## src/rtl/tetrix_disp_pkg.sv

```systemverilog
// rtl/tetrix_disp_pkg.sv - shared display constants, scan state encoding and counter sizing helper
package tetrix_disp_pkg;

  // Playfield geometry shared with the game logic
  localparam int DISP_ROWS = 16;
  localparam int DISP_COLS = 8;

  typedef enum logic [2:0] {
    IDLE,
    FETCH,
    LOAD,
    SHIFT,
    LATCH,
    HOLD
  } scan_state_t;

  // Width of a counter that runs 0 .. terminal-1; never narrower than one bit
  function automatic int cnt_width(input int terminal);
    return (terminal > 1) ? $clog2(terminal) : 1;
  endfunction

endpackage

```

## src/rtl/sclk_tick_gen.sv

```systemverilog
// rtl/sclk_tick_gen.sv - CLK_DIV prescaler producing a one-cycle sclk half-period tick
module sclk_tick_gen
  import tetrix_disp_pkg::*;
#(
  parameter int CLK_DIV = 4
) (
  input  logic clk_in,
  input  logic rst,
  input  logic clr,
  input  logic run,
  output logic tick
);

  localparam int            CW       = cnt_width(CLK_DIV);
  localparam logic [CW-1:0] DIV_LAST = CW'(CLK_DIV - 1);

  logic [CW-1:0] cnt;

  // Count clk_in cycles within the current half period; clr aligns the first half to SHIFT entry
  always_ff @(posedge clk_in) begin
    if (rst || clr) begin
      cnt <= '0;
    end else if (run) begin
      cnt <= (cnt == DIV_LAST) ? '0 : cnt + CW'(1);
    end
  end

  assign tick = run && (cnt == DIV_LAST);

endmodule

```

## src/rtl/matrix_scan_driver.sv

```systemverilog
// rtl/matrix_scan_driver.sv - row-multiplexed LED matrix scan driver for a 74HC595 chain (option: MATRIX_SCAN_PWM_EN)
module matrix_scan_driver
  import tetrix_disp_pkg::*;
#(
  parameter int ROWS        = DISP_ROWS,
  parameter int COLS        = DISP_COLS,
  parameter int CLK_DIV     = 4,
  parameter int HOLD_CYCLES = 1000
) (
  input  logic                    clk_in,
  input  logic                    rst,
  input  logic                    en,
`ifdef MATRIX_SCAN_PWM_EN
  input  logic [3:0]              brightness,
`endif
  output logic [$clog2(ROWS)-1:0] row_addr,
  input  logic [COLS-1:0]         row_data,
  output logic                    sclk,
  output logic                    sdata,
  output logic                    latch,
  output logic                    oe_n,
  output logic [$clog2(ROWS)-1:0] row_sel,
  output logic                    frame_done
);

  localparam int            RW        = $clog2(ROWS);
  localparam int            BW        = cnt_width(COLS);
  localparam int            HW        = cnt_width(HOLD_CYCLES);
  localparam logic [RW-1:0] ROW_LAST  = RW'(ROWS - 1);
  localparam logic [BW-1:0] BIT_LAST  = BW'(COLS - 1);
  localparam logic [HW-1:0] HOLD_LAST = HW'(HOLD_CYCLES - 1);

  scan_state_t     state;
  scan_state_t     state_nx;
  logic [RW-1:0]   row_cnt;
  logic [BW-1:0]   bit_cnt;
  logic [HW-1:0]   hold_cnt;
  logic [COLS-1:0] shreg;
  logic            half_tick;
  logic            shift_done;
  logic            hold_done;

  sclk_tick_gen #(
    .CLK_DIV(CLK_DIV)
  ) u_tick (
    .clk_in(clk_in),
    .rst   (rst),
    .clr   (state == LOAD),
    .run   (state == SHIFT),
    .tick  (half_tick)
  );

  // Last bit is done when its high half-period expires
  assign shift_done = (state == SHIFT) && half_tick && sclk && (bit_cnt == BIT_LAST);
  assign hold_done  = (state == HOLD) && (hold_cnt == HOLD_LAST);

  // FSM state register
  always_ff @(posedge clk_in) begin
    if (rst) begin
      state <= IDLE;
    end else begin
      state <= state_nx;
    end
  end

  // FSM next state; en is only looked at in IDLE and at the end of HOLD so a row always completes
  always_comb begin
    state_nx = state;
    case (state)
      IDLE:    if (en) state_nx = FETCH;
      FETCH:   state_nx = LOAD;
      LOAD:    state_nx = SHIFT;
      SHIFT:   if (shift_done) state_nx = LATCH;
      LATCH:   state_nx = HOLD;
      HOLD:    if (hold_done) state_nx = en ? FETCH : IDLE;
      default: state_nx = IDLE;
    endcase
  end

  // Row/bit/hold counters, shift register and serial clock
  always_ff @(posedge clk_in) begin
    if (rst) begin
      row_cnt    <= '0;
      bit_cnt    <= '0;
      hold_cnt   <= '0;
      shreg      <= '0;
      sclk       <= 1'b0;
      row_sel    <= '0;
      frame_done <= 1'b0;
    end else begin
      frame_done <= 1'b0;
      case (state)
        LOAD: begin
          shreg   <= row_data;
          bit_cnt <= '0;
          sclk    <= 1'b0;
        end
        SHIFT: begin
          if (half_tick) begin
            if (!sclk) begin
              sclk <= 1'b1;
            end else begin
              // Falling edge: present the next bit while sclk is low
              sclk    <= 1'b0;
              shreg   <= shreg << 1;
              bit_cnt <= bit_cnt + BW'(1);
            end
          end
          // Row select switches while the LATCH cycle blanks the display
          if (shift_done) begin
            row_sel <= row_cnt;
          end
        end
        LATCH: begin
          hold_cnt <= '0;
        end
        HOLD: begin
          hold_cnt <= hold_cnt + HW'(1);
          if (hold_done) begin
            row_cnt    <= (row_cnt == ROW_LAST) ? '0 : row_cnt + RW'(1);
            frame_done <= (row_cnt == ROW_LAST);
          end
        end
        default: ;
      endcase
    end
  end

  assign row_addr = row_cnt;
  assign sdata    = shreg[COLS-1];
  assign latch    = (state == LATCH);

`ifdef MATRIX_SCAN_PWM_EN
  localparam int SLICE = HOLD_CYCLES / 16;

  logic [3:0] bright_q;

  // Capture brightness as HOLD is entered so a change cannot split a row's duty cycle
  always_ff @(posedge clk_in) begin
    if (rst) begin
      bright_q <= 4'd0;
    end else if (state == LATCH) begin
      bright_q <= brightness;
    end
  end

  // Lit only during the first bright_q slices of HOLD
  assign oe_n = !((state == HOLD) &&
                  (32'(hold_cnt) < (32'(bright_q) * 32'(SLICE))));
`else
  logic lit;

  // The previous row stays lit from the end of its HOLD until the next LATCH blanks it
  always_ff @(posedge clk_in) begin
    if (rst) begin
      lit <= 1'b0;
    end else if (hold_done && en) begin
      lit <= 1'b1;
    end else if (shift_done) begin
      lit <= 1'b0;
    end
  end

  assign oe_n = !((state == HOLD) || lit);
`endif

endmodule

```

## config.mk

```make
export PLATFORM = sky130hd
export DESIGN_NAME = matrix_scan_driver
export DESIGN_NICKNAME = d
export VERILOG_FILES = /design/src/rtl/tetrix_disp_pkg.sv /design/src/rtl/sclk_tick_gen.sv /design/src/rtl/matrix_scan_driver.sv
export SDC_FILE = /design/constraint.sdc
export NUM_CORES = 1
export LEC_CHECK = 0
export CAP_MARGIN = 10
export CELL_PAD_IN_SITES_DETAIL_PLACEMENT = 1
export CELL_PAD_IN_SITES_GLOBAL_PLACEMENT = 1
export CORE_ASPECT_RATIO = 0.75
export CORE_MARGIN = 5
export CORE_UTILIZATION = 43
export CTS_CLUSTER_DIAMETER = 200
export DETAILED_ROUTE_END_ITERATION = 10
export PLACE_DENSITY_LB_ADDON = 0.1
export SYNTH_ARGS = -nofsm -noshare
export SYNTH_HDL_FRONTEND = slang
export SYNTH_SLANG_ARGS = --single-unit
```

## constraint.sdc

```tcl
create_clock -name clk_in -period 4.8 [get_ports clk_in]
set_input_delay 0.96 -clock clk_in [delete_from_list [all_inputs] [get_ports clk_in]]
set_output_delay 0.96 -clock clk_in [all_outputs]
set_load 0.01 [all_outputs]
```

Yosys cells after proc, flatten, opt, wreduce, memory -nomap -nowiden
Cells that the tools add are included.
- memory bits (writable): 0
- memories: 0
- bits in latches: 0
- logic and storage cells: 68
- output and inout bits: 13
- bits in read-only memories: 0
- bits in registers: 37
- bitwise operators: 2
- add/sub/neg operators: 4
- order comparisons: 0
- reduce and logical (&&, ||, !) cells: 19
- mux-type cells: 19
- $mul: 0
- shifts and indexed selects: 0
- div/mod/pow operators: 0
- eq/ne operators: 14
- operators by type and width (cell ; number):
    10-bit one-hot mux with 2 select lines ; 1
    3-bit one-hot mux with 6 select lines ; 1
    8-bit two-way mux ; 2
    8-bit one-hot mux with 2 select lines ; 1
    3-bit two-way mux ; 5
    10-bit by 1-bit adder with 10-bit output, second input constant ; 1
    10-bit equality test, second input constant ; 1
    2-bit != test, second input constant ; 5
    3-bit equality test, second input constant ; 3
    3-bit by 2-bit equality test with 1-bit output, second input constant ; 2
    1-bit logical AND ; 6
    3-bit one-hot mux with 2 select lines ; 1
    2-bit AND reduction ; 3
    3-bit AND reduction ; 2
    2-bit nonzero test ; 3
    1-bit two-way mux ; 5
    4-bit by 1-bit adder with 4-bit output, second input constant ; 1
    4-bit equality test, second input constant ; 1
    4-bit two-way mux ; 1
    3-bit by 1-bit adder with 3-bit output, second input constant ; 1
    3-bit by 1-bit equality test with 1-bit output, second input constant ; 1
    3-bit logical NOT ; 1
    3-bit OR reduction ; 1
    2-bit by 1-bit adder with 2-bit output, second input constant ; 1
    6 further kinds ; 8

Depth between registers and ports, before layout
Gate-level depths: netlist of run 1.
- depth after elaboration: 7
- depth in mapped cells: 7

Hierarchy
A second synthesis of run 1 with hierarchy kept.
- cells, all modules: 207
- area total of the unflattened synthesis: 1750.4 um^2
- by module, submodules not included (module ; instances ; area an instance (um^2) ; cells each):
    matrix_scan_driver ; 1 ; 1649.1 ; 198
    sclk_tick_gen ; 1 ; 101.3 ; 9

Least setup slack after synthesis of run 1
OpenSTA, ideal clock, no wires.
- path type: register -> output
- from: reg state[1]
- to: out latch
- arrival: 0.850 ns
- path slack: 2.990 ns
- cell stages (with the launch flop): 4
- path buffers: 1
- cells stage by stage: dfxtp_1 buf_2 nand2b_2 nor2_1
- word-level cells in the longest chain between the ends: 1
- RTL lines (item ; line ; RTL):
    start: declaration ; matrix_scan_driver.sv:33 ; scan_state_t state;
    start signal: assignment ; matrix_scan_driver.sv:62 ; state <= state_nx;
    3-bit equality test ; matrix_scan_driver.sv:131 ; assign latch = (state == LATCH);
    end: declaration ; matrix_scan_driver.sv:20 ; output logic latch,
Every way passes these cells.

Final worst setup path of run 1
- from: reg state[0]
- to: out oe_n
- word-level cells in the longest chain between the ends: 3
- RTL lines (item ; line ; RTL):
    3-bit equality test ; matrix_scan_driver.sv:164 ; assign oe_n = !((state == HOLD) || lit);
    1-bit logical OR ; matrix_scan_driver.sv:164 ;
    1-bit logical NOT ; matrix_scan_driver.sv:164 ;
    end: declaration ; matrix_scan_driver.sv:21 ; output logic oe_n,
Every way passes these cells.

==> metrics.txt, run 1 <==
Initial Utilization=45.7%; reg2reg path depth=3; Routed Antenna Nets=0; post-synth cell types=45; Remaining DRCs=0; I/O Pins=24; Core Box Area=0.00373 mm2; sequential share of the synthesized area=43.5%; Syn. warnings=0; FMAX=0.352 GHz; Final min period=2840 ps; peak supply drop=0.000198 V; slew margin rel.=22.3%; WS Path Type=reg -> out; most common cell after layout, fill and taps aside=dfxtp_1; GPL Wtd Cong=0.809; Reg clk slew, reported paths=80 ps; critical path data arrival time=1880 ps; RSZ-0062 raised after global routing=false; number of global-route vias before repair=1502; syn nets=212; critical path endpoint category=primary output; Post-CTS Setup Bufs=0; Total GRT Usage=16.6%; setup total negative slack=0 ps; Slew Limit Fails=0; Syn-to-layout area delta=21.4%; CP peak stage delay=720 ps; Clock Latency Late Sink=280 ps; row count=19; PwrDens=310 mW/mm2; share of the synthesized area in the top cell type=43.5%; post-DR wirelength/cell=15.0 um; area leader, netlist=dfxtp_1; hold crit path type=reg -> reg; remaining global-route overflow=0; total leakage power=0.739 nW; total design power=642 uW; Async SR Flop Fraction=0%; Worst path top cell family by delay=flip-flops; # resized after CTS=0; Worst Hold Depth=2; chip height=64.5 um; H-tree depth=2; Max Buffers Root-to-Sink=2; ys flop type=dfxtp_1; commonest cells after routing, fill and taps aside=dfxtp_1, nor2_1, clkdlybuf4s50_1; DR vias=between 1000 and 1500; ratio of cells with drive above 1 in the final layout=under 10%; ANT cells=0; DRT iter0 DRCs=68; routed wire length=about 4000 um; Max-cap violations=0; Core Util, Final=55.4%; Filler cells=451; number of synthesized flops with an enable pin=0; Final nets=232; I/O Buffers=23; Worst path depth=3; first-pass GRT wire length=between 6000 and 7000 um; initial antenna violation count=0; Mapped Area=~0.0017 mm2; CP Launch Type=register; final hold viol count=0; Max FO, Critical Path=17; Post-DP HPWL=2880 um; Inserted Clock Buffers=5; Critical Path RT=3840 ps; CTS tree=done; Clock Skew=6.75 ps; die width=just over 80 um; CTS Sinks=37; pin count of the biggest net entering global routing=32; Slowest cell on crit path=dfxtp_1; Slew @ Worst Pin=1160 ps; Area contributors post-synth=dfxtp_1, nor2_1, a21oi_1; CTS hold repair buffers=0; Via density=5.48; Final Cycle Share=59.2%; final setup fails=0; Syn Inst Count=between 150 and 200; number of synthesized register bits=37; CTS Root Cell=clkbuf_8; 1st-pass router iterations=4; status=finished, final reports clean; crit-path cells=and3b_1 > nor2_1 > clkdlybuf4s50_1; Critical path buffers and inverters=1; mean post-synth cell area=8.69 um2; total die area=between 0.005 and 0.006 mm2
stage by stage:
step                      std cells  instance area, um2  hold slack [ps]  setup slack [ps]
after global routing            269                2070              506              1870
final                           269                2070              477              1960
after global placement          261                1950              451              2070
after floorplan                 196                1700              445              2990
after detailed placement        261                1950              470              1960
after CTS                       269                2070              480              1950
report_power, final:
group          total (mW)  leakage, nW  internal, mW  switching [mW]
sequential          0.323        0.299         0.314         0.00885
clock               0.277       0.0585         0.169           0.107
combinational      0.0421        0.381        0.0204          0.0217
total               0.642        0.739         0.504           0.138
tightest hold or removal path, cell delays in order, from the launching register on:
cell	delay, ps
dfxtp_1	310
o21ai_0	60
a21oi_1	60
cells by family (layout without fill, tap and decap cells):
group / count (synthesis) / in the layout / synth area share [%]
muxes: 7 / 7 / 4.11
xor gates and xnor gates: 7 / 7 / 3.60
adders and majority gates: 5 / 5 / 3.67
DFF: 37 / 37 / 43.5
and+or+nand+nor: 86 / 86 / 26.4
buffers and inverters: 12 / 33 / 3.16
AOI/OAI and AO/OA: 42 / 42 / 15.6
Yosys cell counts, types with 4 or more instances:
library cell / instances
mux2i_1: 7
dfxtp_1: 37
clkbuf_1: 4
ha_1: 5
xnor2_1: 4
nand4_1: 4
a211oi_1: 8
nand2_1: 21
buf_2: 4
o21ai_0: 8
nor2_1: 29
nor3_1: 4
nand3_1: 5
a21oi_1: 16
state kept, by name, indices dropped and copies added, names as in the netlist:
signal      cells
hold_cnt       10
shreg           8
row_addr        4
row_sel         4
bit_cnt         3
state           3
u_tick.cnt      2
frame_done      1
lit             1
sclk            1
final cells by class:
class / instances / area (um2) / share of cell area, %
clock inverter: 1 / 30.0 / 1.45
timing repair buffer: 23 / 230 / 11.1
sequential: 37 / 741 / 35.8
multi-input combinational: 147 / 910 / 44.0
clock buffer: 7 / 86.3 / 4.17
inverter: 2 / 7.51 / 0.363
tap: 52 / 65.1 / 3.14
worst paths after layout:
check / start / end / slack [ps]
setup / recovery: state[0] / oe_n / 1960
hold / removal: lit / lit / 480
setup reg to reg: state[0] / u_tick.cnt[0] / 2860
hold reg to reg: lit / lit / 480
per-layer routing:
metal,track usage [%],share of wire (%)
met1,20.8,48
met5,0,0
met2,28.0,48
met4,4.90,1.1
met3,4.29,3.6
Power figures use the tool's default switching activity.
==> inputs of run 2 (changes only) <==
Settings changed: CORE_UTILIZATION 43 to 40.
Clock period 4.8 ns to 2.9 ns, I/O delays scaled along.
==> metrics.txt, run 2 (synthesis results as in run 1) <==
post-route cell area=0.00206 mm2 (-0.54%); slew margin rel.=61.9% (+40 points); Remaining DRCs=0 (unchanged); R2R Path Start=bit_cnt[0]; Clock Skew=7.26 ps (+0.511 ps); most common cell after layout, fill and taps aside=dfxtp_1; CP Launch Type=register; max reg flops=10 (unchanged); # resized after CTS=0 (unchanged); Worst path depth=3 (unchanged); met1 Use GR=19.2% (-1.6 points); reg2reg path depth=6 (+3); Reg clk slew, reported paths=70 ps (about the same); DR vias=1463 (-0.68%); Syn-to-layout area delta=20.8%; Max Buffers Root-to-Sink=2 (unchanged); crit path capture=oe_n; critical path data arrival time=1740 ps (-140 ps); Biggest register=hold_cnt; row count=20 (+1); hold_ws=477 ps (-0.587 ps); Critical path buffers and inverters=1 (unchanged); Core Box Area=0.00408 mm2 (+9.3%); H-tree depth=2 (unchanged); FF-to-FF End=state[0]; status=finished, final reports clean; first-pass GRT wire length=7030 um (+1.5%); initial antenna violation count=0 (unchanged); ratio of cells with drive above 1 in the final layout=7.80% (+0.42 points); Max-cap violations=0 (unchanged); Max FO, Critical Path=10 (-7); setup total negative slack=0 ps (unchanged); Slowest cell on crit path=clkdlybuf4s50_1; Final min period=2320 ps; GPL Wtd Cong=0.740 (-8.5%); post-DR wirelength/cell=14.9 um (-0.90%); total leakage power=0.735 nW (-0.57%); die width=85.4 um (+3.2%); Final Cycle Share=80.0%; Slew @ Worst Pin=571 ps (-591 ps); Core Util, Final=50.5% (-5.0 points); Worst Hold Depth=2 (unchanged); total die area=0.00568 mm2 (+6.4%); routing usage on met3=4.20% (-0.091 points); Inserted Clock Buffers=5 (unchanged); commonest cells after routing, fill and taps aside=dfxtp_1, nor2_1, clkdlybuf4s50_1; Post-CTS Setup Bufs=0 (unchanged); 1st-pass router iterations=4 (unchanged); CTS hold repair buffers=0 (unchanged); flop2flop setup slack=1180 ps (-1680 ps); Routed Antenna Nets=0 (unchanged); Largest regs=hold_cnt (10), shreg (8); hold crit path type=reg -> reg; Critical Path Start=state[1]; CP peak stage delay=560 ps (-160 ps); Total GRT Usage=15.4% (-1.2 points); DP Area=0.00197 mm2 (+0.96%); pin count of the biggest net entering global routing=22 (-31%); chip height=66.5 um (+3.1%); Worst path top cell family by delay=buffers and inverters; Initial Utilization=41.8% (-3.9 points); FMAX=around 0.43 GHz; GRT Max-Usage Layer=met2; met2 Use GR=26.6% (-1.4 points); critical path endpoint category=primary output; final setup fails=0 (unchanged); I/O Buffers=23 (unchanged); peak supply drop=0.000222 V (+12%); CTS Sinks=37 (unchanged); final hold viol count=0 (unchanged); RSZ-0062 raised after global routing=false; DRT iter0 DRCs=37 (-46%); CTS tree=done; I/O Pins=24 (unchanged); Via density=5.36 (-2.1%); Clock Latency Late Sink=280 ps (about the same); number of global-route vias before repair=1526 (+1.6%); Post-DP HPWL=3000 um (+4.4%); PwrDens=469 mW/mm2 (+51%); Final nets=234 (+0.86%); WS Path Type=reg -> out; crit-path cells=and3b_1 > nor2_1 > clkdlybuf4s50_1; remaining global-route overflow=0 (unchanged); Critical Path RT=2320 ps (-1520 ps); CTS Root Cell=clkbuf_8; ANT cells=0 (unchanged); Slew Limit Fails=0 (unchanged); routed wire length=4060 um (+0.57%)
run 2: changes by cell type in the layout (fill, tap and decap cells not counted):
cell / delta
bufinv_16: -1
buf_4: +2
run 2: final cells by class:
class                   count  area [um2]
fillers                   495        2020
well taps                  55        68.8
flip-flops and latches     37         741
clock buffers               7        86.3
inverters                   2        7.51
multi-input cells         147         910
repair buffers             25         245
run 2: where the power goes:
part	total [mW]	switching (mW)	internal, mW
combinational	0.0781	0.0421	0.0360
sequential	0.529	0.00837	0.521
clock	0.359	0.170	0.189
run 2: worst min path at each step:
| stage | startpoint | to | slack [ps] |
|---|---|---|---|
| 6_report | row_sel[2] | row_sel[2] | 480 |
| 5_1_grt | u_tick.cnt[0] | u_tick.cnt[0] | 500 |
| 4_1_cts | u_tick.cnt[0] | u_tick.cnt[0] | 480 |
| 3_5_place_dp | u_tick.cnt[0] | u_tick.cnt[0] | 470 |
| 3_3_place_gp | u_tick.cnt[0] | u_tick.cnt[0] | 450 |
| 2_1_floorplan | u_tick.cnt[0] | u_tick.cnt[0] | 440 |
run 2: per-layer routing:
layer / share of wire, % / vias to the layer above / wire, um
li1: - / 738 / -
met1: 47 / 702 / 1910
met2: 49 / 19 / 1980
met3: 3.6 / 4 / 147
met4: 0.59 / 0 / 24
met5: 0 / - / 0
run 2: metrics by stage:
stage                     std cells  power (mW)  worst slack [ps]
after floorplan                 196       0.592              1390
after global placement          266       0.616               937
after detailed placement        266       0.620               891
after CTS                       273       0.983               577
after global routing            273        1.02               458
final                           273       0.966               581
run 2: worst min-delay path, cell delays in order (launching register included):
cell and delay [ps]:
dfxtp_1 310, o21ai_0 60, a21oi_1 60
==> RTL edit 1, RTL diff (settings of run 1) <==
Encoding of `scan_state_t`: now one-hot (6 bits for 6 states).
--- a/src/rtl/tetrix_disp_pkg.sv
+++ b/src/rtl/tetrix_disp_pkg.sv
@@ -7,9 +7,9 @@
 
-  typedef enum logic [2:0] {
-    IDLE,
-    FETCH,
-    LOAD,
-    SHIFT,
-    LATCH,
-    HOLD
+  typedef enum logic [5:0] {
+    IDLE  = 6'b000001,
+    FETCH = 6'b000010,
+    LOAD  = 6'b000100,
+    SHIFT = 6'b001000,
+    LATCH = 6'b010000,
+    HOLD  = 6'b100000
   } scan_state_t;
Function: same outputs for any inputs over 10 cycles, from zero or initial values and one cycle with rst high; not proved beyond that.
==> RTL edit 1 against run 1 <==
Sequential cell count grew 3; cell area rose by 11%; worst hold slack better by 0.015 ns; setup slack got worse by 0.34 ns; via count grew 20%; power shrank 6.1%; die area grew 12%; area after synthesis is 14% higher; wire length up 25%.
==> RTL edit 1: results (changes against run 1) <==
[worst_setup_path]
arrival_ns = 2.22  ; +0.34 ns
reg2regPathDepth = 4  ; +1
path_max_fanout = 16  ; -1
timing.rr.start = state[3]$_SDFFE_PP0P_
r2r_slack_ns = 2.35  ; -0.51 ns

[outcome]
result_of_the_run = completed

[drt]
routed_wl_um = 5030  ; +25%
overall_via_count_from_detail_route = 1763  ; +20%
wl_met3_um = 229  ; +59%
drt_first_iter_violations = 91  ; +34%
m1WireLength_um = 2390  ; +24%

[sta]
hold_ws_ns = 0.492  ; +0.0149 ns
setup_skew_after_layout_ns = 0.00581  ; -0.000942 ns
worst_slew_pin_tran_ns = 1.12  ; -0.0395 ns

[grt]
global_route.usage.met2_pct = 30.2  ; +2.2 points
use_met1_pct = 23.7  ; +2.9 points
grt_use_total_pct = 18.3  ; +1.7 points
grt_start_max_net_pins = 27  ; -16%
grt_util_met3_pct = 4.21  ; -0.082 points
wire_length_of_the_first_global_routing_pass_um = 8530  ; +23%
antenna_found_initial = 0  ; unchanged

[yosys]
synth_nets = 239  ; +13%
async_reset_ff_share_pct = 0  ; unchanged
synth.top_cells.by_area = sky130_fd_sc_hd__dfxtp_1 (41%), sky130_fd_sc_hd__a21oi_1 (4.9%), sky130_fd_sc_hd__nor2_1 (4.8%)
yosys-top-cells-count = sky130_fd_sc_hd__dfxtp_1 (40), sky130_fd_sc_hd__nor2_1 (25), sky130_fd_sc_hd__nand2_1 (20)
number_of_distinct_library_cells_after_synthesis = 46  ; +2.2%
post_synth_inst_count = 223  ; +14%

[placed_design]
placed_cell_area_um2 = 2200  ; +12%
place_congestion = 0.825  ; +2.0%
placement.setup.worst_slack_ns = 1.92  ; -0.0481 ns
hpwl_um = 3510  ; +22%
placed_cells = 291  ; +11%

[final_layout]
final_nets = 257  ; +11%
finish.cell_count_without_fillers = 299  ; +11%
reg_top3 = hold_cnt (10), shreg (8), state (6)
post_route_cells_drive_above_1_share_pct = 8.26  ; +0.89 points

[clocking]
cts-resized-gates = 0  ; unchanged

[power]
power.static_leakage_nw = 0.760  ; +2.7%
power.ir.vdd_worst_mv = 0.144  ; -27%

[hold_path]
min_from = u_tick.cnt[0]$_SDFFE_PP0N_
worstHoldEndpoint = u_tick.cnt[0]$_SDFFE_PP0N_

## RTL edit 1: cell families (layout without fill, tap and decap cells)
group                      Yosys count  in the layout  synth area share, %
AOI/OAI and AO/OA                   59             59                 21.6
xor gates and xnor gates             2              2                0.899
adders and majority gates            5              5                 3.21
buffers and inverters               19             38                 4.30
DFF                                 40             40                 41.1
muxes                                4              4                 2.12
and+or+nand+nor                     94             94                 26.8
## RTL edit 1: critical path, stage by stage (launching register included)
cell and delay, ns:
sky130_fd_sc_hd__dfxtp_1 0.42, sky130_fd_sc_hd__nor4b_4 0.40, sky130_fd_sc_hd__and2_1 0.55, sky130_fd_sc_hd__nor2_1 0.08, sky130_fd_sc_hd__clkdlybuf4s50_1 0.50
## RTL edit 1: cell type report
type | instances | area, um^2
clock inverter | 2 | 10.0
fill | 524 | 2130
clock buffer | 6 | 82.6
sequential | 40 | 801
multi-input combinational | 164 | 1060
inverter | 6 | 22.5
tap | 57 | 71.3
timing repair buffer | 24 | 238
## RTL edit 1: worst max-delay path by stage
stage / start / to / slack, ns / cells past startpoint
2_1_floorplan: state[0]$_SDFFE_PP1P_ / oe_n / 2.52 / 6
3_3_place_gp: state[1]$_SDFFE_PP0P_ / oe_n / 2.04 / 4
3_5_place_dp: rst / state[0]$_SDFFE_PP1P_ / 1.92 / 4
4_1_cts: state[1]$_SDFFE_PP0P_ / oe_n / 1.63 / 4
5_1_grt: state[1]$_SDFFE_PP0P_ / oe_n / 1.46 / 4
6_report: state[1]$_SDFFE_PP0P_ / oe_n / 1.62 / 4
## RTL edit 1: power groups by stage
stage	Combinational (mW)	Clock, mW	Sequential [mW]
after floorplan	0.0252	0	0.344
after global placement	0.0344	0	0.347
after detailed placement	0.0357	0	0.348
after CTS	0.0366	0.236	0.340
after global routing	0.0395	0.249	0.341
final	0.0364	0.227	0.340
==> RTL edit 2, RTL diff (flow settings as in run 1) <==
Made on the original files. The package constant `DISP_COLS` goes from 8 to 16.
--- a/src/rtl/tetrix_disp_pkg.sv
+++ b/src/rtl/tetrix_disp_pkg.sv
@@ -5,3 +5,3 @@
   localparam int DISP_ROWS = 16;
-  localparam int DISP_COLS = 8;
+  localparam int DISP_COLS = 16;
 
Ports: changed (resized row_data); port bits go from 24 to 32. The function was not compared with the original's and may differ.
==> RTL edit 2 against run 1 <==
Cell area up 24%; critical path type unchanged; first-iteration DRC count up 1.5%; clock skew down 0.0025 ns; setup slack worse by 0.083 ns; sequential cell count up 9; power up 20%; area after synthesis up 24%; wire length up 22%.
==> RTL edit 2: results (changes against run 1) <==
[worst_setup_path]
cell_with_the_biggest_individual_delay_on_the_critical_path = sky130_fd_sc_hd__clkdlybuf4s50_1
r2r_slack_ns = 2.76  ; -0.10 ns
critical_path.max_stage_delay_ns = 0.54  ; -0.18 ns
arrival_ns = 1.96  ; +0.08 ns
path_max_fanout = 13  ; -4
worst_path_dominant_cell_family = simple AND/OR/NAND/NOR gates

[clocking]
worst_setup_hold_path_clk_slew_ns = 0.08  ; about the same
clk_latency_ns = 0.29
cts_inserted_buffers = 5  ; unchanged
cts_post_setup_buffers_inserted = 0  ; unchanged

[power]
clock_group_power_mw = 0.293  ; +6%
power.ir.vdd_worst_mv = 0.188  ; -4.9%
comb-power_mw = 0.0718  ; +71%
power.static_leakage_nw = 0.983  ; +33%
power.switching_fraction_pct = 22.5  ; +0.99 points
share_clk_of_total_power_pct = 38.0  ; -5.1 points

[yosys]
synth-warning-count = 0  ; unchanged
number_of_distinct_library_cells_after_synthesis = 40  ; -11%
yosys-top-cells-count = sky130_fd_sc_hd__dfxtp_1 (46), sky130_fd_sc_hd__nor2_1 (45), sky130_fd_sc_hd__mux2i_1 (22)
synth.top_cells.by_area = sky130_fd_sc_hd__dfxtp_1 (43%), sky130_fd_sc_hd__mux2i_1 (10%), sky130_fd_sc_hd__nor2_1 (8.0%)
synth.yosys.seq_area_share_pct = 43.5  ; about the same
synth_nets = 262  ; +24%

[grt]
via_count_of_the_first_global_routing_pass = 1847  ; +23%
grt_start_max_net_pins = 46  ; +44%
antenna_found_initial = 0  ; unchanged
wire_length_of_the_first_global_routing_pass_um = 8540  ; +23%
grt_use_total_pct = 15.9  ; -0.73 points

[drt]
drt_first_iter_violations = 69  ; +1.5%
routed_wl_um = 4930  ; +22%
overall_via_count_from_detail_route = 1819  ; +23%
drt_pass1_iterations = 4  ; unchanged

[final_layout]
reg_top3 = shreg (16), hold_cnt (10)
fillCellCount = 570  ; +26%
post_route_cells_drive_above_1_share_pct = 6.06  ; -1.3 points
final_nets = 287  ; +24%
insertedDiodeCount = 0  ; unchanged

[sta]
hold_ws_ns = 0.483  ; +0.00576 ns
setup_skew_after_layout_ns = 0.00421  ; -0.00254 ns
worst_slew_pin_tran_ns = 1.06  ; -0.107 ns

[placed_design]
place_congestion = 0.741  ; -8.3%
hpwl_um = 3350  ; +17%
placement.io_buffers = 31  ; +35%

[outcome]
result_of_the_run = completed

==> RTL edit 2: changes by cell type in the layout (fill, tap and decap cells not counted), moves of 3 or more <==
cell,run 1,this run
sky130_fd_sc_hd__nor3_1,4,7
sky130_fd_sc_hd__nand3_1,5,8
sky130_fd_sc_hd__xor2_1,3,0
sky130_fd_sc_hd__a211oi_1,8,15
sky130_fd_sc_hd__nor2_1,29,44
sky130_fd_sc_hd__a311oi_1,0,3
sky130_fd_sc_hd__mux2i_1,7,22
sky130_fd_sc_hd__nand2_1,21,10
sky130_fd_sc_hd__dfxtp_1,37,46
sky130_fd_sc_hd__nand4_1,4,1
sky130_fd_sc_hd__clkdlybuf4s50_1,23,31
==> RTL edit 2: metal layers <==
layer	share of wire [%]	up-vias	track usage (%)
met3	3.9	4	4.68
li1	-	920	-
met4	0.55	0	3.58
met2	45	28	23.8
met5	0	-	0
met1	51	867	22.7
==> RTL edit 2: cell type report <==
class                           count  share of cell area, %
Clock buffer                        6                   3.21
Clock inverter                      1                   1.17
Inverter                            2                  0.292
Multi-Input combinational cell    176                   44.0
Sequential cell                    46                   35.8
Tap cell                           60                   2.92
Timing Repair Buffer               33                   12.6
==> RTL edit 2: through the flow <==
step,utilization (%),area [um^2],setup WS (ns),cells
4_1_cts,53.1,2570,1.85,324
3_5_place_dp,50.8,2460,2.19,317
3_3_place_gp,50.8,2460,2.23,317
6_report,53.1,2570,1.88,324
5_1_grt,53.1,2570,1.69,324
2_1_floorplan,-,2120,2.75,239
==> RTL edit 2: cell families after synthesis <==
kind of cell / synth area share, %
buf+inv: 3.25
fa+ha+maj: 2.36
simple gates: 22.5
xor+xnor: 0.827
compound gates: 17.2
flops: 43.5
mux: 10.4
==> RTL edit 2: path summary, 6_finish.rpt <==
kind / to / cells past startpoint / startpoint
worst max-delay path: oe_n / 4 / state[1]$_SDFFE_PP0P_
worst min register to register: u_tick.cnt[0]$_SDFFE_PP0N_ / 2 / u_tick.cnt[0]$_SDFFE_PP0N_
worst min-delay path: u_tick.cnt[0]$_SDFFE_PP0N_ / 2 / u_tick.cnt[0]$_SDFFE_PP0N_
worst max register to register: shreg[13]$_SDFFE_PP0P_ / 5 / u_tick.cnt[0]$_SDFFE_PP0N_
==> RTL edit 2: worst register-to-register path, stage by stage, from the launching register on <==
cell	delay (ns)
sky130_fd_sc_hd__dfxtp_1	0.36
sky130_fd_sc_hd__ha_1	0.24
sky130_fd_sc_hd__a21boi_1	0.15
sky130_fd_sc_hd__nor2_2	0.82
sky130_fd_sc_hd__nor2_1	0.12
sky130_fd_sc_hd__a211oi_1	0.26
